===== src/rtl/ser_pkg.sv =====
// Shared definitions for the lane serializer and its companion deserializer.
// Holds the FSM state type and the lane-count / counter-width helpers.
package ser_pkg;

    typedef enum logic {
        IDLE  = 1'b0,
        SHIFT = 1'b1
    } ser_state_e;

    function automatic int beats(input int data_w, input int lane_w);
        return (lane_w > 0) ? data_w / lane_w : 1;
    endfunction

    // Counter holds 0..beats, so it needs room for beats itself.
    function automatic int cnt_w(input int n_beats);
        return (n_beats < 1) ? 1 : $clog2(n_beats + 1);
    endfunction

endpackage


===== src/rtl/lane_serializer.sv =====
// Serializes a DATA_W-bit word into DATA_W/LANE_W lanes of LANE_W bits.
// A new word loads on the last-lane handshake, so back-to-back words stream without a bubble.
module lane_serializer
    import ser_pkg::*;
#(
    parameter int DATA_W    = 8,
    parameter int LANE_W    = 1,
    parameter bit MSB_FIRST = 1'b1
) (
    input  logic              clk,
    input  logic              reset,
    input  logic [DATA_W-1:0] in_data_i,
    input  logic              in_valid_i,
    output logic              in_ready_o,
    output logic [LANE_W-1:0] out_data_o,
    output logic              out_valid_o,
    input  logic              out_ready_i,
    output logic              out_last_o
);

    localparam int BEATS = beats(DATA_W, LANE_W);
    localparam int CW    = cnt_w(BEATS);

    if (DATA_W < 1 || LANE_W == 0 || (DATA_W % LANE_W) != 0) begin : g_bad_params
        $error("lane_serializer: LANE_W must be non-zero and divide DATA_W");
    end

    ser_state_e        state_q, state_d;
    logic [DATA_W-1:0] sh_q, sh_d;
    logic [CW-1:0]     cnt_q, cnt_d;
    logic [DATA_W-1:0] sh_next;
    logic              lane_hs;

    // Both sides use valid/ready: a transfer happens on a rising clk edge where
    // valid and ready are both high; once raised, out_valid_o holds and the
    // presented lane/last stay stable until accepted. in_ready_o may depend
    // combinationally on out_ready_i so the next word loads on the last lane.
    assign out_valid_o = (state_q == SHIFT);
    assign out_last_o  = out_valid_o && (cnt_q == CW'(1));
    assign out_data_o  = MSB_FIRST ? sh_q[DATA_W-1 -: LANE_W] : sh_q[LANE_W-1:0];
    assign lane_hs     = out_valid_o && out_ready_i;
    assign in_ready_o  = (state_q == IDLE) || (out_last_o && out_ready_i);

    // Vacated lane is zero-filled so an idle register reads back as zero.
    assign sh_next = MSB_FIRST ? (sh_q << LANE_W) : (sh_q >> LANE_W);

    always_comb begin
        state_d = state_q;
        sh_d    = sh_q;
        cnt_d   = cnt_q;
        case (state_q)
            IDLE: begin
                if (in_valid_i) begin
                    sh_d    = in_data_i;
                    cnt_d   = CW'(BEATS);
                    state_d = SHIFT;
                end
            end
            SHIFT: begin
                if (lane_hs) begin
                    if (out_last_o && in_valid_i) begin
                        sh_d  = in_data_i;
                        cnt_d = CW'(BEATS);
                    end else if (out_last_o) begin
                        sh_d    = sh_next;
                        cnt_d   = '0;
                        state_d = IDLE;
                    end else begin
                        sh_d  = sh_next;
                        cnt_d = cnt_q - CW'(1);
                    end
                end
            end
            default: state_d = IDLE;
        endcase
    end

    always_ff @(posedge clk or posedge reset) begin
        if (reset) begin
            state_q <= IDLE;
            sh_q    <= '0;
            cnt_q   <= '0;
        end else begin
            state_q <= state_d;
            sh_q    <= sh_d;
            cnt_q   <= cnt_d;
        end
    end

endmodule

===== config.mk =====
export PLATFORM = sky130hd
export DESIGN_NAME = lane_serializer
export DESIGN_NICKNAME = d
export VERILOG_FILES = /design/src/rtl/ser_pkg.sv /design/src/rtl/lane_serializer.sv
export SDC_FILE = /design/constraint.sdc
export NUM_CORES = 1
export LEC_CHECK = 0
export CELL_PAD_IN_SITES_DETAIL_PLACEMENT = 0
export CELL_PAD_IN_SITES_GLOBAL_PLACEMENT = 2
export CORE_ASPECT_RATIO = 1.75
export CORE_UTILIZATION = 31
export CTS_BUF_LIST = sky130_fd_sc_hd__clkbuf_8
export CTS_CLUSTER_DIAMETER = 100
export DETAILED_ROUTE_END_ITERATION = 8
export PLACE_DENSITY_LB_ADDON = 0.1
export SYNTH_ARGS = -nofsm -noshare
export SYNTH_HDL_FRONTEND = slang
export SYNTH_SLANG_ARGS = --single-unit

===== constraint.sdc =====
create_clock -name clk -period 2.4 [get_ports clk]
set_clock_uncertainty 0.15 [all_clocks]
set_input_delay 0.72 -clock clk [delete_from_list [all_inputs] [get_ports clk]]
set_output_delay 0.72 -clock clk [all_outputs]
set_load 0.01 [all_outputs]

Yosys cells after proc, flatten, opt, wreduce, memory -nomap -nowiden
Cells that the tools add are included.

Bits in registers: 13. Bits of input ports: 12. Logic and storage cells: 28.

$add $sub $neg: 1. Eq/ne operators: 3. Multiplexer cells: 14. Bitwise logic cells: 1. Reductions and logical operators: 6.

Operator list (number): two-way mux 8 bit (3); two-way mux 4 bit (4); case mux 8 bit (2 select lines) (1); case mux 4 bit (2 select lines) (1); equality test 4 x 1 -> 1 bit (second input constant) (1); logical AND 1 bit (4); two-way mux 1 bit (4); subtractor 4 x 1 -> 4 bit (second input constant) (1); != test 2 x 1 -> 1 bit (second input constant) (1); != test 2 bit (second input constant) (1); case mux 1 bit (2 select lines) (1); AND reduction 2 bit (1); logical OR 1 bit (1); inverter 1 bit (1).

Depth between registers and ports, before layout
Gate-level depths: netlist of the first run.

Depth in word-level cells: 6. Gate-level depth with buffers: 6.

Worst setup path before layout of the first run
OpenSTA, ideal clock, no wires.

Kind: register to output. Start point: register cnt_q[1]. End point: output out_last_o. Data arrival time: 1.142 ns. Slack: 0.388 ns. Cell stages (with the launch flop): 5. Path buffers: 0. Cell sequence: dfrtp_1 > inv_1 > ha_1 > nor3b_1 > and2_1.

Word-level cells in the longest chain between the ends: 2.

RTL lines: start, declared (line lane_serializer.sv:30) `logic [CW-1:0] cnt_q, cnt_d;`; start signal, assigned (line lane_serializer.sv:86) `cnt_q <= cnt_d;`; equality test 4 x 1 -> 1 bit (line lane_serializer.sv:39) `assign out_last_o = out_valid_o && (cnt_q == CW'(1));`; logical AND 1 bit (line lane_serializer.sv:39); end, declared (line lane_serializer.sv:18) `output logic out_last_o`.

No other way between the ends.

Final worst setup path of the first run
Start point: register cnt_q[0]. End point: output in_ready_o.

Word-level cells in the longest chain between the ends: 4.

RTL lines: equality test 4 x 1 -> 1 bit (line lane_serializer.sv:39); logical AND 1 bit (line lane_serializer.sv:39); logical AND 1 bit (line lane_serializer.sv:42) `assign in_ready_o = (state_q == IDLE) || (out_last_o && out_ready_i);`; logical OR 1 bit (line lane_serializer.sv:42); end, declared (line lane_serializer.sv:14) `output logic in_ready_o,`.

No other way between the ends.

==> results.md, run 1 <==
* Synth warnings at 0
* Layout cells sized above 1 at 0.2358
* Synthesized cell area at 742.0 sq um
* Hold_buf cts at 0
* Critical path data arrival time at between 1 and 1.5 ns
* Synth top area share at 0.4384
* CP endpoint kind: output port
* Design area at about 1000 sq um
* Flops & latches, synth at 13
* Flop pwr share at 0.359
* RSZ-0062 raised after global routing: no
* Share of power burned in combinational logic at 0.456
* Post-synthesis sequential area ratio at 0.4384
* CP startpoint kind: register
* Via count of the routed design at between 600 and 700
* Fmax at around 440 MHz
* Max Root-Sink Buffers at 2
* DP Wirelength at 1276 um
* Worst-Skew Late Latency at around 0.24 ns
* Leading area contributor after synthesis: dfrtp_1
* Vias in the first global route at 714
* Ys flop type: dfrtp_1
* CTS tree: done
* Crit Path Category: reg -> out
* Synth cell count leaders: dfrtp_1 (13), o21ai_0 (12), nor2_1 (8)
* Layout Nets at ~120
* Psw at ~0.33 mW
* Initial antenna violation count at 0
* ANT nets after route at 0
* Pint at between 0.6 and 0.7 mW
* Setup Viol. Count Final at 0
* CTS Buf Count at 3
* Clock group share of total power at 0.185
* Synth Instances at slightly below 80
* I/O pin cnt at 16
* Syn Nets at 92
* Die area at ~2600 sq um
* Clk sink count at 13
* Clock slew seen by the registers of the worst setup and hold paths at ~0.05 ns
* Root Buffer Master: clkbuf_8
* Ant diodes at 0
* DRC at 0
* Asr flop ratio synth at 1.000
* Max_slew headroom at 0.6674
* Max-Cap Viols at 0
* Post-Syn Area per Cell at 9.512 sq um
* Wirelength, routed at roughly 1700 um
* Dpl cells at approximately 130
* Non-Filler Instances at approximately 130
* Die Y at roughly 67 um
* LEAKAGE at between 0.4 and 0.5 nW
* Core box area at about 2300 sq um
* WP data required at between 1.5 and 2 ns
* Row cnt at 23
* Most common cell in the netlist: dfrtp_1
* Routability cong. at between 0.6 and 0.7
* Area contributors post-synth: dfrtp_1 (44%), o21ai_0 (8.1%), a31oi_1 (5.9%)
* CP max FO at 3
* Area of placed instances at just under 1000 sq um
* Fillcell total at between 200 and 250
* DR WL/cell at approximately 13 um
* Status: completed
* Min Tclk post-route at 2.249 ns
* Slew Viols, Final at 0
* DR pass1 iterations at 3
* Die width at 38.98 um
* Multi-input logic area at about 370 sq um
* Power per cell area at between 900 and 1000 nW/um^2
* First-pass GRT wire length at between 3000 and 4000 um
* Post-synth EDFFs at 0
* Storage cell area at around 330 sq um
* Total track usage at 0.1675
* IO Port Bufs at 15
* Fin crit share at 0.9372
* Final core utilization at 0.4513
* Worst hold path type: reg -> reg
* Switching part of the total at 0.3246
* Synth cell types at 26
* Reg-to-reg slack, setup at 0.82 ns
* Worst-margin pin slew at about 0.5 ns
* Hold_ws at between 0.3 and 0.4 ns
* Grt ovf at 0
* H-tree depth at 1
* Drt via density at between 5 and 6
* Hold Violations, Final at 0
* VDD IR max at between 400 and 500 uV
* Starting Density at 0.3264
* DR iter-0 viols at 15
* Pin count of the biggest net entering global routing at 16
* Synthesis-to-finish area growth at 38.28%
[flip-flops by register name, summed over array words and instances, names as in the netlist]
| name | cells |
|---|---|
| out_valid_o | 1 |
| cnt_q | 4 |
| sh_q | 8 |
[layout by cell type (no fill, tap or decap)]
cell type and instances:
a21oi_1 7, mux2_2 1, dfrtp_1 13, and2_1 1
or3_1 1, nor2_1 8, o22ai_1 1, clkdlybuf4s50_1 12
clkbuf_8 3, ha_1 1, nand4bb_1 1, a22o_1 1
nand3b_1 1, o311a_1 1, and4bb_2 1, nand2_1 3
inv_1 4, inv_2 1, nor3b_1 1, a31oi_1 7
buf_2 2, a21o_1 2, o21ai_1 1, a21bo_2 1
mux2i_4 1, o21ai_0 12, dlygate4sd2_1 1, nand2b_1 2
buf_4 13, ha_2 1, nor3b_2 1
[power groups by stage]
| stage | Combinational (mW) | Sequential (mW) | Clock [mW] |
|---|---|---|---|
| finish | 0.460 | 0.363 | 0.187 |
| global placement | 0.453 | 0.360 | 0 |
| detailed placement | 0.459 | 0.362 | 0 |
| floorplan | 0.262 | 0.362 | 0 |
| global route | 0.520 | 0.372 | 0.205 |
| CTS | 0.457 | 0.358 | 0.196 |
[routing by layer]
layer / part of all wire / global-route usage / wire length, um / vias up
met2: 0.54 / 0.2896 / 938 / 12
met1: 0.42 / 0.1795 / 727 / 303
li1: - / - / - / 340
met4: 0.022 / 0.1078 / 38 / 0
met5: 0 / 0 / 0 / -
met3: 0.023 / 0.02000 / 40 / 4
[kinds of logic after synthesis]
kind of cell,after synthesis,synth area share
and+or+nand+nor,20,0.1518
AOI/OAI and AO/OA,33,0.2614
buffers and inverters,8,0.06913
adders and majority gates,2,0.03372
muxes,2,0.04553
DFF,13,0.4384
[repair_timing]
action	in CTS	in global routing
buffers inserted	0	1
setup endpoints to repair	2	2
pin swaps	1	0
resized for setup	7	5
[final cells by class]
type	instances	share of cell area
Multi-Input combinational cell	57	0.3634
Sequential cell	13	0.3171
Inverter	4	0.01463
Timing Repair Buffer	28	0.2305
Clock inverter	1	0.003659
Tap cell	25	0.03049
Clock buffer	3	0.04024
[final timing paths]
check / to / cells after the start / from
min: sh_q[0] / 2 / sh_q[0]
max reg2reg: cnt_q[3] / 5 / cnt_q[1]
min reg2reg: sh_q[0] / 2 / sh_q[0]
max: in_ready_o / 5 / cnt_q[0]
max in group asynchronous: sh_q[7] / 2 / reset
min in group asynchronous: cnt_q[1] / 2 / reset
[per-stage QoR]
step	setup WS (ns)	total power [mW]	setup TNS, ns
2_1_floorplan	0.3877	0.6243	0
3_3_place_gp	-0.3276	0.8123	-0.3647
3_5_place_dp	-0.3308	0.8204	-0.3628
4_1_cts	0.008244	1.011	0
5_1_grt	0.07316	1.097	0
6_report	0.1508	1.009	0
[worst max-delay path, stage by stage, from the launching register on]
cell     delay (ns)
dfrtp_1        0.38
ha_2           0.19
nor3b_2        0.14
buf_4          0.14
a21o_1         0.15
buf_2          0.13
(Power assumes the default switching activity.)
==> run 2, diff against run 1 <==
--- a/config.mk
+++ b/config.mk
@@ -13,6 +13,7 @@
 export CTS_CLUSTER_DIAMETER = 100
 export DETAILED_ROUTE_END_ITERATION = 8
 export PLACE_DENSITY_LB_ADDON = 0.1
+export REMOVE_ABC_BUFFERS = 1
 export SYNTH_ARGS = -nofsm -noshare
 export SYNTH_HDL_FRONTEND = slang
 export SYNTH_SLANG_ARGS = --single-unit
==> run 2 against run 1 <==
  * Die area unchanged
  * Design area up 0.73%
  * Count of clock-buffer cells in the layout unchanged
  * Critical path depth stayed put
  * Routed wire length grew 4.8%
  * Global-route usage is 0.26 points higher
  * Sequential cell count did not move
  * Sequential power down 1%
  * Worst hold slack worse by 0.0047 ns
  * Power up 1.0%
  * Non-clock buffer count is 1 higher
  * Critical endpoint unchanged
==> results.md, run 2 (synthesis gave the netlist of run 1 again) <==
* Status: completed (unchanged)
* Worst-margin pin slew at 0.5383 ns (was 0.4984 ns)
* Drt via density at 5.008 (was 5.031)
* Dpl cells at 127 (was 126)
* Power per cell area at 986.4 nW/um^2 (was 983.6 nW/um^2)
* Layout cells sized above 1 at 0.2336 (was 0.2358)
* DR iter-0 viols at 10 (was 15)
* Design area at 1033 sq um (was 1026 sq um)
* Hold endpoint: sh_q[0] (unchanged)
* Via count of the routed design at 661 (was 659)
* Slew Viols, Final at 0 (unchanged)
* Worst reg2reg startpoint: cnt_q[1] (unchanged)
* First-pass GRT wire length at 2980 um (was 3029 um)
* Synthesis-to-finish area growth at 39.29% (was 38.28%)
* VDD IR max at 447.8 uV (was 411.9 uV)
* Pin count of the biggest net entering global routing at 14 (was 16)
* Largest Register: sh_q (unchanged)
* Fin crit share at 0.9517 (was 0.9372)
* Ant diodes at 0 (unchanged)
* IO Port Bufs at 15 (unchanged)
* Post-route setup slack at 0.1160 ns (was 0.1508 ns)
* CTS tree: done (unchanged)
* Kind of cell adding the most delay to the critical path: flip-flops (unchanged)
* Max_slew headroom at 0.6407 (was 0.6674)
* RSZ-0062 raised after global routing: no (unchanged)
* Critical Path Start: cnt_q[0] (unchanged)
* Setup Viol. Count Final at 0 (unchanged)
* DP Wirelength at 1376 um (was 1276 um)
* R2R depth at 7 (was 5)
* DRC at 0 (unchanged)
* Clock slew seen by the registers of the worst setup and hold paths at 0.06 ns (was 0.05 ns)
* Die Y at 66.72 um (unchanged)
* Hold Violations, Final at 0 (unchanged)
* Initial antenna violation count at 0 (unchanged)
* Max-Cap Viols at 0 (unchanged)
* Place WS at -0.3966 ns (was -0.3308 ns)
* CTS Buf Count at 3 (unchanged)
* Setup_tns at 0 ns (unchanged)
* Worst-Skew Late Latency at 0.25 ns (was 0.24 ns)
* Worst hold path type: reg -> reg (unchanged)
* Die area at 2601 sq um (unchanged)
* Layout Nets at 122 (was 121)
* Most frequent cells in the layout: buf_4 (14), dfrtp_1 (13), o21ai_0 (12), clkdlybuf4s50_1 (12), nor2_1 (8) (was dfrtp_1 (13), buf_4 (13), o21ai_0 (12), clkdlybuf4s50_1 (12), nor2_1 (8))
* CP max stage delay at 0.38 ns (about the same)
* DR pass1 iterations at 4 (was 3)
* Grt ovf at 0 (unchanged)
* Vias in the first global route at 641 (was 714)
* Crit path max-delay cell type: dfrtp_1 (unchanged)
* I/O pin cnt at 16 (unchanged)
* Reg-to-reg slack, setup at 0.82 ns (about the same)
* Hold Startpoint: sh_q[0] (unchanged)
* Max Root-Sink Buffers at 2 (unchanged)
* WP data required at 1.53 ns (about the same)
* Hold_buf cts at 0 (unchanged)
* CP endpoint kind: output port (unchanged)
* CP max FO at 4 (was 3)
* Total track usage at 0.1702 (was 0.1675)
* CP Depth at 5 (unchanged)
* Critical path data arrival time at 1.41 ns (was 1.38 ns)
* Root Buffer Master: clkbuf_8 (unchanged)
* Number of buffers and inverters on the critical path at 2 (unchanged)
* Commonest non-fill, non-tap cell in the layout: buf_4
* CP startpoint kind: register (unchanged)
* Routability cong. at 0.6706 (was 0.6914)
* Hold Path Depth at 2 (unchanged)
* Wirelength, routed at 1828 um (was 1745 um)
* Fmax at 437.8 MHz (was 444.6 MHz)
* Clk sink count at 13 (unchanged)
* LEAKAGE at 0.4570 nW (was 0.4531 nW)
* Area of placed instances at 984.7 sq um (was 977.2 sq um)
* H-tree depth at 1 (unchanged)
* Final core utilization at 0.4546 (was 0.4513)
* FF-to-FF End: cnt_q[1] (was cnt_q[3])
* Min Tclk post-route at 2.284 ns (was 2.249 ns)
* ANT nets after route at 0 (unchanged)
* Crit Path Category: reg -> out (unchanged)
* DR WL/cell at 13.85 um (was 13.32 um)
* Non-Filler Instances at 132 (was 131)
* Die width at 38.98 um (unchanged)
* Max reg flops at 8 (unchanged)
* Core box area at 2273 sq um (unchanged)
* CP Cell Sequence: ha_2, nor3b_2, buf_4, a21o_1, buf_2 (unchanged)
* Row cnt at 23 (unchanged)
* Starting Density at 0.3264 (unchanged)
==> run 2: cell types whose count changed in the layout (fill, tap and decap cells not counted) <==
cell,change
buf_2,-1
buf_4,+1
clkbuf_2,+1
inv_1,+1
inv_2,-1
==> run 2: layout make-up <==
class,count,area (sq um)
clock buffer,3,41.29
clock inverter,1,3.754
fill,235,1240
inverter,4,15.01
multi-input combinational,57,372.9
sequential,13,325.3
tap,25,31.28
timing repair buffer,29,244.0
==> run 2: worst max-delay path by stage <==
stage                            end  slack, ns
final                     in_ready_o       0.12
after global routing      in_ready_o       0.02
after CTS                 in_ready_o      0.004
after detailed placement  in_ready_o      -0.40
after global placement    in_ready_o      -0.40
after floorplan           out_last_o       0.39
==> run 2: metrics by stage <==
stage / hold slack (ns) / power, mW
2_1_floorplan: 0.3009 / 0.6090
3_3_place_gp: 0.3245 / 0.8217
3_5_place_dp: 0.3299 / 0.8314
4_1_cts: 0.3475 / 1.034
5_1_grt: 0.3896 / 1.094
6_report: 0.3387 / 1.019
==> run 2: routing by layer <==
metal	track usage	up-vias	part of all wire
met1	0.1709	302	0.40
met2	0.3021	15	0.55
met5	0	-	0
met3	0.02000	5	0.023
li1	-	339	-
met4	0.1164	0	0.029
==> run 2: power breakdown <==
| part | internal (mW) | leakage [nW] | switching [mW] |
|---|---|---|---|
| Combinational | 0.264 | 0.281 | 0.200 |
| Sequential | 0.307 | 0.149 | 0.0515 |
| Clock | 0.113 | 0.0269 | 0.0834 |
==> run 2: worst reg2reg max path, cell delays in order (launching register included) <==
cell     delay, ns
dfrtp_1       0.38
inv_1         0.07
ha_2          0.17
nor3b_2       0.15
buf_4         0.14
buf_4         0.10
o22ai_1       0.07
a22o_1        0.24
==> run 2: what timing repair did <==
item | 4_1_cts | 5_1_grt
gates resized for setup | 8 | 2
buffers inserted | 0 | 1
endpoints found under the setup margin | 2 | 2
